<file path="config.mk">
export PLATFORM = sky130hd
export DESIGN_NAME = count_ctrl
export DESIGN_NICKNAME = d
export VERILOG_FILES = /design/src/rtl/count_ctrl.sv
export SDC_FILE = /design/constraint.sdc
export NUM_CORES = 1
export LEC_CHECK = 0
export ABC_AREA = 1
export BUFFER_PORTS_ARGS = -buffer_cell sky130_fd_sc_hd__buf_2
export CORE_MARGIN = 2
export CORE_UTILIZATION = 56
export CTS_BUF_LIST = sky130_fd_sc_hd__clkbuf_2 sky130_fd_sc_hd__clkbuf_4 sky130_fd_sc_hd__clkbuf_8
export CTS_CLUSTER_DIAMETER = 40
export DETAILED_ROUTE_END_ITERATION = 8
export GPL_TIMING_DRIVEN = 0
export PLACE_DENSITY = 0.8
export SYNTH_ARGS = -nofsm -noshare
export SYNTH_HDL_FRONTEND = slang
export SYNTH_HIERARCHICAL = 1
export SYNTH_SLANG_ARGS = --single-unit
</file>
<file path="constraint.sdc">
create_clock -name clk -period 1.7 [get_ports clk]
set_input_delay 0 -clock clk [delete_from_list [all_inputs] [get_ports clk]]
set_output_delay 0 -clock clk [all_outputs]
set_load 0.02 [all_outputs]
</file>
<file path="src/rtl/count_ctrl.sv">
// count_ctrl: run/pause/clear sequencer driving a two-digit BCD counter datapath.
// Latency: key press acts 2 (sync) + DEB_CYCLES (debounce) cycles after the raw edge; step is combinational.
// Backpressure: none; step/load are single-cycle commands the datapath always accepts.

// Per-key synchroniser and debouncer producing a one-cycle press pulse.
module count_ctrl_deb #(
  parameter int DEB_CYCLES = 20000
) (
  input  logic clk,
  input  logic rst,
  input  logic i_key,
  output logic o_press
);
  localparam int CW = $clog2(DEB_CYCLES + 1);
  localparam logic [CW-1:0] C_MAX = CW'(DEB_CYCLES - 1);

  logic          r_s1;
  logic          r_s2;
  logic          r_lvl;
  logic [CW-1:0] r_cnt;
  logic          w_accept;

  // The counter measures how long the synchronised sample has disagreed with
  // the accepted level; a single agreeing sample restarts the measurement.
  assign w_accept = (r_s2 != r_lvl) && (r_cnt == C_MAX);
  // Press fires in the same cycle the level flips to 1; release edges are silent.
  assign o_press  = w_accept && r_s2;

  // Two-flop synchroniser for the asynchronous raw key.
  always_ff @(posedge clk or posedge rst) begin
    if (rst) begin
      r_s1 <= 1'b0;
      r_s2 <= 1'b0;
    end else begin
      r_s1 <= i_key;
      r_s2 <= r_s1;
    end
  end

  // Accept a new level after DEB_CYCLES consecutive disagreeing samples.
  always_ff @(posedge clk or posedge rst) begin
    if (rst) begin
      r_lvl <= 1'b0;
      r_cnt <= '0;
    end else if (r_s2 == r_lvl) begin
      r_cnt <= '0;
    end else if (w_accept) begin
      r_lvl <= r_s2;
      r_cnt <= '0;
    end else begin
      r_cnt <= r_cnt + CW'(1);
    end
  end
endmodule

module count_ctrl #(
  parameter int          TICK_DIV   = 1000000,
  parameter int          DEB_CYCLES = 20000,
  parameter logic [7:0]  PRESET     = 8'h60
) (
  input  logic       clk,
  input  logic       rst,
  input  logic       key_ss,
  input  logic       key_clr,
  input  logic       mode,
  input  logic [7:0] cnt_bcd,
  output logic       step,
  output logic       dir,
  output logic       load,
  output logic [7:0] load_val,
  output logic [1:0] state,
  output logic       alarm
);
  localparam logic [1:0] S_IDLE  = 2'b00;
  localparam logic [1:0] S_RUN   = 2'b01;
  localparam logic [1:0] S_PAUSE = 2'b10;
  localparam logic [1:0] S_DONE  = 2'b11;

  localparam int DW = $clog2(TICK_DIV);
  localparam logic [DW-1:0] DIV_MAX = DW'(TICK_DIV - 1);

  logic          w_ss_p;
  logic          w_clr_p;
  logic          w_term;
  logic          w_div_end;
  logic          w_start;
  logic [1:0]    r_state;
  logic [DW-1:0] r_div;
  logic          r_dir;
  logic          r_load;
  logic [7:0]    r_load_val;

  count_ctrl_deb #(.DEB_CYCLES(DEB_CYCLES)) u_deb_ss (
    .clk     (clk),
    .rst     (rst),
    .i_key   (key_ss),
    .o_press (w_ss_p)
  );

  count_ctrl_deb #(.DEB_CYCLES(DEB_CYCLES)) u_deb_clr (
    .clk     (clk),
    .rst     (rst),
    .i_key   (key_clr),
    .o_press (w_clr_p)
  );

  // Terminal count depends on the latched direction, not the live mode input.
  assign w_term    = r_dir ? (cnt_bcd == 8'h99) : (cnt_bcd == 8'h00);
  assign w_div_end = (r_div == DIV_MAX);
  // Clear outranks start/stop, so a start only counts when no clear coincides.
  assign w_start   = (r_state == S_IDLE) && w_ss_p && !w_clr_p;

  // Step is suppressed on terminal so the datapath never passes 99/00.
  assign step     = (r_state == S_RUN) && w_div_end && !w_term;
  assign dir      = r_dir;
  assign load     = r_load;
  assign load_val = r_load_val;
  assign state    = r_state;
  assign alarm    = (r_state == S_DONE);

  // Main sequencer: clear from anywhere, start/stop toggles, terminal stops.
  always_ff @(posedge clk or posedge rst) begin
    if (rst) begin
      r_state <= S_IDLE;
    end else if (w_clr_p) begin
      r_state <= S_IDLE;
    end else begin
      case (r_state)
        S_IDLE:  if (w_ss_p) r_state <= S_RUN;
        S_RUN: begin
          if (w_term)      r_state <= S_DONE;
          else if (w_ss_p) r_state <= S_PAUSE;
        end
        S_PAUSE: if (w_ss_p) r_state <= S_RUN;
        default: r_state <= S_DONE;
      endcase
    end
  end

  // Tick divider advances only in RUN and holds its phase across PAUSE.
  always_ff @(posedge clk or posedge rst) begin
    if (rst) begin
      r_div <= '0;
    end else if (w_clr_p || w_start) begin
      r_div <= '0;
    end else if (r_state == S_RUN) begin
      r_div <= w_div_end ? '0 : r_div + DW'(1);
    end
  end

  // Direction is captured once per start so mid-run mode changes are ignored.
  always_ff @(posedge clk or posedge rst) begin
    if (rst) begin
      r_dir <= 1'b1;
    end else if (w_start) begin
      r_dir <= ~mode;
    end
  end

  // Preset load strobe follows a clear press by one cycle.
  always_ff @(posedge clk or posedge rst) begin
    if (rst) begin
      r_load     <= 1'b0;
      r_load_val <= 8'h00;
    end else begin
      r_load <= w_clr_p;
      if (w_clr_p) r_load_val <= mode ? PRESET : 8'h00;
    end
  end
endmodule

</file>
==> summary.md, run 1 <==
| Metric | Value |
|---|---|
| Run status | `complete, but fails checks` |
| Failing checks | `setup timing` |
| Max stage delay cell, worst path | `dfrtp_1` |
| Ys flop type | `dfrtp_1` |
| Setup CP Type | `flip-flop to flip-flop` |
| Pwr Density | `662 nW/um2` |
| CP Data Required Time | `1.94 ns` |
| Area of the multi-input gates | `1950 um2` |
| Worst Path Buf+Inv | `2` |
| DRT iter0 DRCs | `237` |
| Pin count of the biggest net entering global routing | `26` |
| Delay-heaviest family, CP | `simple AND/OR/NAND/NOR gates` |
| Placed Instances | `573` |
| Power Internal | `0.00224 W` |
| Mapped Cells | `471` |
| Critical-path cell list | `nor2_1 -> nand3_1 -> nor2_4 -> nand4_1 -> inv_2 -> nand3_4 -> nand3_4 -> buf_6 -> nand3_2 -> xor2_1 -> nor2_2` |
| R2R setup slack | `-0.13 ns` |
| Syn Area/Cell | `7.66 um2` |
| Critical path launch point type | `flip-flop` |
| Clk slew on worst S/H paths | `0.08 ns` |
| Fin crit share | `1.08` |
| Ys async rst share | `1.00` |
| Sink Count | `61` |
| Core ar. | `6280 um2` |
| 1st-pass router iterations | `5` |
| WHS Endpoint | `state[1]$_DFFE_PP0P_` |
| Slew HR | `0.351` |
| Antenna Cells | `0` |
| CTS max path bufs | `2` |
| Starting density of the core | `0.575` |
| Critical path peak fanout | `4` |
| Critical R2R Capture | `r_div[7]$_DFFE_PP0P_` |
| Die Wd | `84.3 um` |
| Synth cell types | `32` |
| Worst slew pin tran | `0.973 ns` |
| Clock power share | `0.455` |
| R2r startpoint | `u_deb_ss/r_cnt[5]$_DFF_PP0_` |
| Number of synthesized flops with an enable pin | `0` |
| IO buf count | `20` |
| Synth area leader | `dfrtp_1` |
| Final Hold Vio Count | `0` |
| Gr usage total | `0.244` |
| Hold Path Depth | `5` |
| Via Count | `3253` |
| #FFs+latches synth | `61` |
| Fin cells | `618` |
| CTS H-tree lvls | `3` |
| Fillers | `468` |
| Max-Cap Viols | `0` |
| # setup viols final | `17` |
| Worst Hold Class | `primary input to flip-flop` |
| Reg2Reg Depth | `11` |
| Arr. time, crit path | `2.06 ns` |
| Most common cell on crit path | `nand3_4` |
| Delay of the slowest critical-path stage | `0.39 ns` |
| Yosys warns | `6` |
| Hold_ws | `0.0897 ns` |
| DP Wirelength | `5250 um` |
| Final max-slew violation count | `0` |
| Num rows | `29` |
| Post-route ant nets | `0` |
| Syn Std Cell Area | `3610 um2` |
| Hold wc startpoint | `cnt_bcd[0]` |
| Share of cells above drive strength 1 | `0.290` |
| RSZ-0062 raised after global routing | `yes` |
| Nets | `552` |
| GRT overflow | `0` |
| DRT Wirelength | `8200 um` |
| # DRC | `0` |
| Initial antenna violation count | `0` |
| TritonCTS buffer count | `9` |
| Chip Height | `84.3 um` |
| Wirelength per Cell | `13.3 um` |
| Post-synthesis sequential area ratio | `0.423` |
| Vias/cell | `5.26` |
| Synth top area cells | `dfrtp_1, nand2_1, nor2_1` |
| Min setup slack post-route | `-0.128 ns` |
| Register area | `1530 um2` |
| Area Overhead vs Synth | `24.0%` |
| GPL Wtd Cong | `0.896` |
| Switching power | `0.000719 W` |
| Vias in the first global route | `3154` |
| Sw frac | `0.243` |
| Root Driver | `clkbuf_8` |
| Die area | `7100 um2` |
| VDD IR max | `0.000487 V` |
| CTS tree | `yes` |
| Sequential Power Share | `0.500` |
| First-pass GRT wire length | `14000 um` |
| IO Pins | `27` |
| P_leak | `2.12 nW` |
| Fin Clk Skew | `0.0141 ns` |
| Clk_lat worst skew | `0.35 ns` |
| Crit end category | `flip-flop` |
| Tmin final | `1.83 ns` |
| Top cell type's share of synthesized area | `0.416` |
| Fmax | `547 MHz` |
| Gate power share | `0.045` |
==> logic make-up (layout without fill, tap and decap cells) <==
group | count (synthesis) | in the layout | share of synthesized area
DFF | 61 | 61 | 0.423
and+or+nand+nor | 298 | 298 | 0.400
xor gates and xnor gates | 18 | 18 | 0.0437
buffers and inverters | 70 | 135 | 0.0856
other | 1 | 6 | 0.00104
AOI/OAI and AO/OA | 20 | 20 | 0.0360
adders and majority gates | 3 | 3 | 0.0104
==> state kept, by name, indices dropped and copies added, names as in the netlist <==
signal	flops
load	1
dir	1
u_deb_clr/r_cnt	15
state	2
u_deb_ss/r_s1	1
u_deb_clr/r_lvl	1
u_deb_ss/r_s2	1
u_deb_clr/r_s1	1
u_deb_clr/r_s2	1
u_deb_ss/r_cnt	15
load_val	1
u_deb_ss/r_lvl	1
r_div	20
==> repair_timing <==
action / in CTS / in global routing
endpoints found under the setup margin: 21 / 22
cloned: 1 / 0
buffers inserted: 19 / 3
pin swaps: 12 / 9
resized for setup: 24 / 26
hold endpoints to repair: 66 / 0
hold buffers: 6 / 0
==> power groups by stage <==
stage | clock, W | sequential [W] | combinational [W]
finish | 0.00135 | 0.00148 | 0.000133
floorplan | 0 | 0.00150 | 0.0000806
detailed placement | 0 | 0.00151 | 0.000113
CTS | 0.00137 | 0.00148 | 0.000130
global placement | 0 | 0.00150 | 0.000110
global route | 0.00144 | 0.00148 | 0.000150
==> cells in the mapped netlist, types with 4 or more instances <==
| library cell | instances |
|---|---|
| dfrtp_1 | 60 |
| nand3_2 | 4 |
| nand2_2 | 18 |
| nand3_1 | 39 |
| o21ai_0 | 4 |
| nand2_1 | 108 |
| nor2_4 | 8 |
| buf_4 | 8 |
| nor3_1 | 8 |
| nand4_1 | 19 |
| o21ai_1 | 4 |
| nor2_1 | 66 |
| nor2_2 | 24 |
| xnor2_1 | 4 |
| inv_1 | 57 |
| xor2_1 | 14 |
==> metal layers <==
| layer | track usage | wire, um | vias to the layer above |
|---|---|---|---|
| met1 | 0.314 | 3720 | 1526 |
| met5 | 0 | 0 | - |
| met3 | 0.0521 | 391 | 20 |
| met4 | 0.0880 | 148 | 0 |
| met2 | 0.407 | 3940 | 91 |
| li1 | - | - | 1616 |
==> cell type report <==
class,instances,area share
plain buffers,10,0.0210
clock buffers,10,0.0308
clock inverters,6,0.0159
inverters,60,0.0526
multi-input cells,345,0.436
flip-flops and latches,61,0.342
well taps,77,0.0215
repair buffers,49,0.0803
==> tightest hold or removal path: stages <==
cell and delay [ns]:
buf_2 0.11, nand4_1 0.06, nand2_1 0.08, nand4_1 0.09
a21oi_1 0.06
==> through the flow <==
| step | utilization | power, W | area [um2] | TNS, ns | setup slack, ns |
|---|---|---|---|---|---|
| global route | 0.713 | 0.00307 | 4470 | -2.80 | -0.192 |
| CTS | 0.692 | 0.00298 | 4340 | -0.819 | -0.0877 |
| floorplan | - | 0.00158 | 3630 | 0 | 0.00774 |
| detailed placement | 0.609 | 0.00162 | 3820 | -4.46 | -0.295 |
| finish | 0.713 | 0.00296 | 4470 | -1.24 | -0.128 |
| global placement | 0.609 | 0.00161 | 3820 | -3.82 | -0.260 |
==> worst max path at each step <==
stage	depth (start not counted)	start	end
floorplan	11	u_deb_ss/r_cnt[0]$_DFF_PP0_	r_div[10]$_DFFE_PP0P_
global placement	12	u_deb_ss/r_s2$_DFF_PP0_	r_div[9]$_DFFE_PP0P_
detailed placement	12	u_deb_ss/r_s2$_DFF_PP0_	r_div[3]$_DFFE_PP0P_
CTS	11	u_deb_ss/r_s2$_DFF_PP0_	r_div[3]$_DFFE_PP0P_
global route	11	u_deb_ss/r_cnt[5]$_DFF_PP0_	r_div[7]$_DFFE_PP0P_
finish	11	u_deb_ss/r_cnt[5]$_DFF_PP0_	r_div[7]$_DFFE_PP0P_
==> placed cells by master (no fill, tap or decap), types with 6 or more instances in the layout <==
cell type | netlist | layout
nor2_4 | 8 | 11
buf_4 | 8 | 29
nor2_2 | 24 | 25
nand2_4 | 0 | 6
nand2_2 | 18 | 19
inv_1 | 57 | 52
clkbuf_8 | 0 | 10
dfrtp_1 | 60 | 59
buf_2 | 0 | 19
conb_1 | 1 | 6
nand3_1 | 39 | 37
nand4_1 | 19 | 19
nand2_1 | 108 | 101
nor3_1 | 8 | 8
xor2_1 | 14 | 11
dlygate4sd3_1 | 0 | 6
nor2_1 | 66 | 62
No activity file was read; power rests on OpenSTA's default activity.
==> inputs of run 2 (changes only) <==
SKIP_LAST_GASP = 1   (was default)
==> summary.md, run 2 (same netlist as run 1, synthesis figures left out) <==
| Metric | Value |
|---|---|
| Antenna Cells | `0 (unchanged)` |
| IO Pins | `27 (unchanged)` |
| Final max-slew violation count | `0 (unchanged)` |
| Biggest regs | `r_div: 20 flops, u_deb_clr/r_cnt: 15 flops, u_deb_ss/r_cnt: 15 flops (unchanged)` |
| Fin util | `0.708 (was 0.713)` |
| DRT iter0 DRCs | `313 (was 237)` |
| Initial antenna violation count | `0 (unchanged)` |
| Wirelength per Cell | `13.1 um (was 13.3 um)` |
| Largest register FFs | `20 (unchanged)` |
| Max-Cap Viols | `0 (unchanged)` |
| DP Worst Slack | `-0.295 ns (unchanged)` |
| Fin crit share | `1.06 (was 1.08)` |
| Final Hold Vio Count | `0 (unchanged)` |
| Chip Height | `84.3 um (unchanged)` |
| Gr usage total | `0.244 (unchanged)` |
| Root Driver | `clkbuf_8 (unchanged)` |
| Area Overhead vs Synth | `23.2% (was 24.0%)` |
| Core ar. | `6280 um2 (unchanged)` |
| VDD IR max | `0.000486 V (was 0.000487 V)` |
| TritonCTS buffer count | `9 (unchanged)` |
| Die Wd | `84.3 um (unchanged)` |
| Reg2Reg Depth | `11 (unchanged)` |
| Hold Path Depth | `5 (unchanged)` |
| Placed Instances | `573 (unchanged)` |
| P_leak | `2.10 nW (was 2.12 nW)` |
| RSZ-0062 raised after global routing | `yes (unchanged)` |
| Setup CP Type | `flip-flop to flip-flop (unchanged)` |
| DP Wirelength | `5250 um (unchanged)` |
| Fin cells | `618 (unchanged)` |
| Fillers | `474 (was 468)` |
| Die area | `7100 um2 (unchanged)` |
| Total Power | `0.00296 W (about the same)` |
| Via Count | `3253 (unchanged)` |
| Num rows | `29 (unchanged)` |
| Register area | `1530 um2 (about the same)` |
| Sink Count | `61 (unchanged)` |
| Starting density of the core | `0.575 (unchanged)` |
| Worst slew pin tran | `0.959 ns (was 0.973 ns)` |
| Pwr Density | `665 nW/um2 (was 662 nW/um2)` |
| Worst Hold Class | `primary input to flip-flop (unchanged)` |
| Area of the multi-input gates | `1920 um2 (was 1950 um2)` |
| Critical path launch point type | `flip-flop (unchanged)` |
| Tmin final | `1.80 ns (was 1.83 ns)` |
| CTS H-tree lvls | `3 (unchanged)` |
| Crit end category | `flip-flop (unchanged)` |
| Hold_ws | `0.0888 ns (was 0.0897 ns)` |
| CP Data Required Time | `1.94 ns (about the same)` |
| Commonest non-fill, non-tap cell in the layout | `nand2_1 (unchanged)` |
| Arr. time, crit path | `2.03 ns (was 2.06 ns)` |
| Top reg by flops | `r_div (unchanged)` |
| Pin count of the biggest net entering global routing | `26 (unchanged)` |
| CTS max path bufs | `2 (unchanged)` |
| Failing checks | `setup timing (unchanged)` |
| Leading cell types in the layout, fill and taps excluded | `nand2_1, nor2_1, dfrtp_1 (unchanged)` |
| Min setup slack post-route | `-0.0992 ns (was -0.128 ns)` |
| Fin Clk Skew | `0.0117 ns (was 0.0141 ns)` |
| Vias/cell | `5.26 (unchanged)` |
| Fmax | `556 MHz (was 547 MHz)` |
| Critical path peak fanout | `4 (unchanged)` |
| Nets | `552 (unchanged)` |
| Share of cells above drive strength 1 | `0.283 (was 0.290)` |
| Run status | `complete, but fails checks (unchanged)` |
| # setup viols final | `14 (was 17)` |
| Post-route ant nets | `0 (unchanged)` |
| 1st-pass router iterations | `4 (was 5)` |
| Vias in the first global route | `3154 (unchanged)` |
| GRT overflow | `0 (unchanged)` |
| Clk slew on worst S/H paths | `0.08 ns (about the same)` |
| Clk_lat worst skew | `0.34 ns (was 0.35 ns)` |
| # DRC | `0 (unchanged)` |
| IO buf count | `20 (unchanged)` |
| First-pass GRT wire length | `14000 um (unchanged)` |
| GPL Wtd Cong | `0.896 (unchanged)` |
| CTS tree | `yes (unchanged)` |
| DRT Wirelength | `8070 um (was 8200 um)` |
| Slew HR | `0.360 (was 0.351)` |
## run 2: cell counts in the layout (fill, tap and decap cells not counted)
No cell type changed its count.
## run 2: layout make-up
cell class	instances	share of cell area
Multi-Input combinational cell	345	0.433
Sequential cell	61	0.344
Timing Repair Buffer	49	0.0808
Inverter	60	0.0529
Clock buffer	10	0.0310
Tap cell	77	0.0217
Buffer	10	0.0211
Clock inverter	6	0.0160
## run 2: through the flow
| stage | TNS (ns) | instance area (um2) |
|---|---|---|
| final | -0.932 | 4450 |
| after global routing | -2.80 | 4450 |
| after CTS | -0.819 | 4340 |
| after detailed placement | -4.46 | 3820 |
| after global placement | -3.82 | 3820 |
| after floorplan | 0 | 3630 |
## run 2: worst max-delay path, cell delays in order, from the launching register on
cell,delay [ns]
dfrtp_1,0.39
nor2_1,0.12
nand3_1,0.12
nor2_4,0.12
nand4_1,0.15
inv_2,0.13
nand3_4,0.09
nand3_4,0.13
buf_6,0.14
nand3_2,0.06
xor2_1,0.18
nor2_2,0.04
## run 2: path summary, 6_finish.rpt
| check | slack (ns) | end | start |
|---|---|---|---|
| setup / recovery | -0.1 | r_div[7]$_DFFE_PP0P_ | u_deb_ss/r_cnt[5]$_DFF_PP0_ |
| hold / removal | 0.09 | state[1]$_DFFE_PP0P_ | cnt_bcd[0] |
| setup reg to reg | -0.1 | r_div[7]$_DFFE_PP0P_ | u_deb_ss/r_cnt[5]$_DFF_PP0_ |
| hold reg to reg | 0.35 | u_deb_ss/r_s2$_DFF_PP0_ | u_deb_ss/r_s1$_DFF_PP0_ |
| max in group asynchronous | 0.65 | r_div[19]$_DFFE_PP0P_ | rst |
| min in group asynchronous | 0.33 | u_deb_clr/r_cnt[4]$_DFF_PP0_ | rst |
## run 2: timing repair
item / 4_1_cts / 5_1_grt
hold endpoints to repair: 66 / 0
hold buffers: 6 / 0
pin swaps: 12 / 8
setup endpoints to repair: 21 / 22
cloned: 1 / 0
resized for setup: 24 / 20
setup buffers: 19 / 3
## run 2: metal layers
metal,vias up,routed length (um),global-route usage
met5,-,0,0
met4,0,127,0.0880
met3,18,433,0.0521
met2,100,3860,0.407
met1,1519,3650,0.314
li1,1616,-,-
## run 2: power by group
part           total (W)  switching (W)  internal [W]
clock network    0.00134       0.000619      0.000726
registers        0.00148      0.0000137       0.00147
logic           0.000133      0.0000831     0.0000494
total            0.00296       0.000716       0.00224
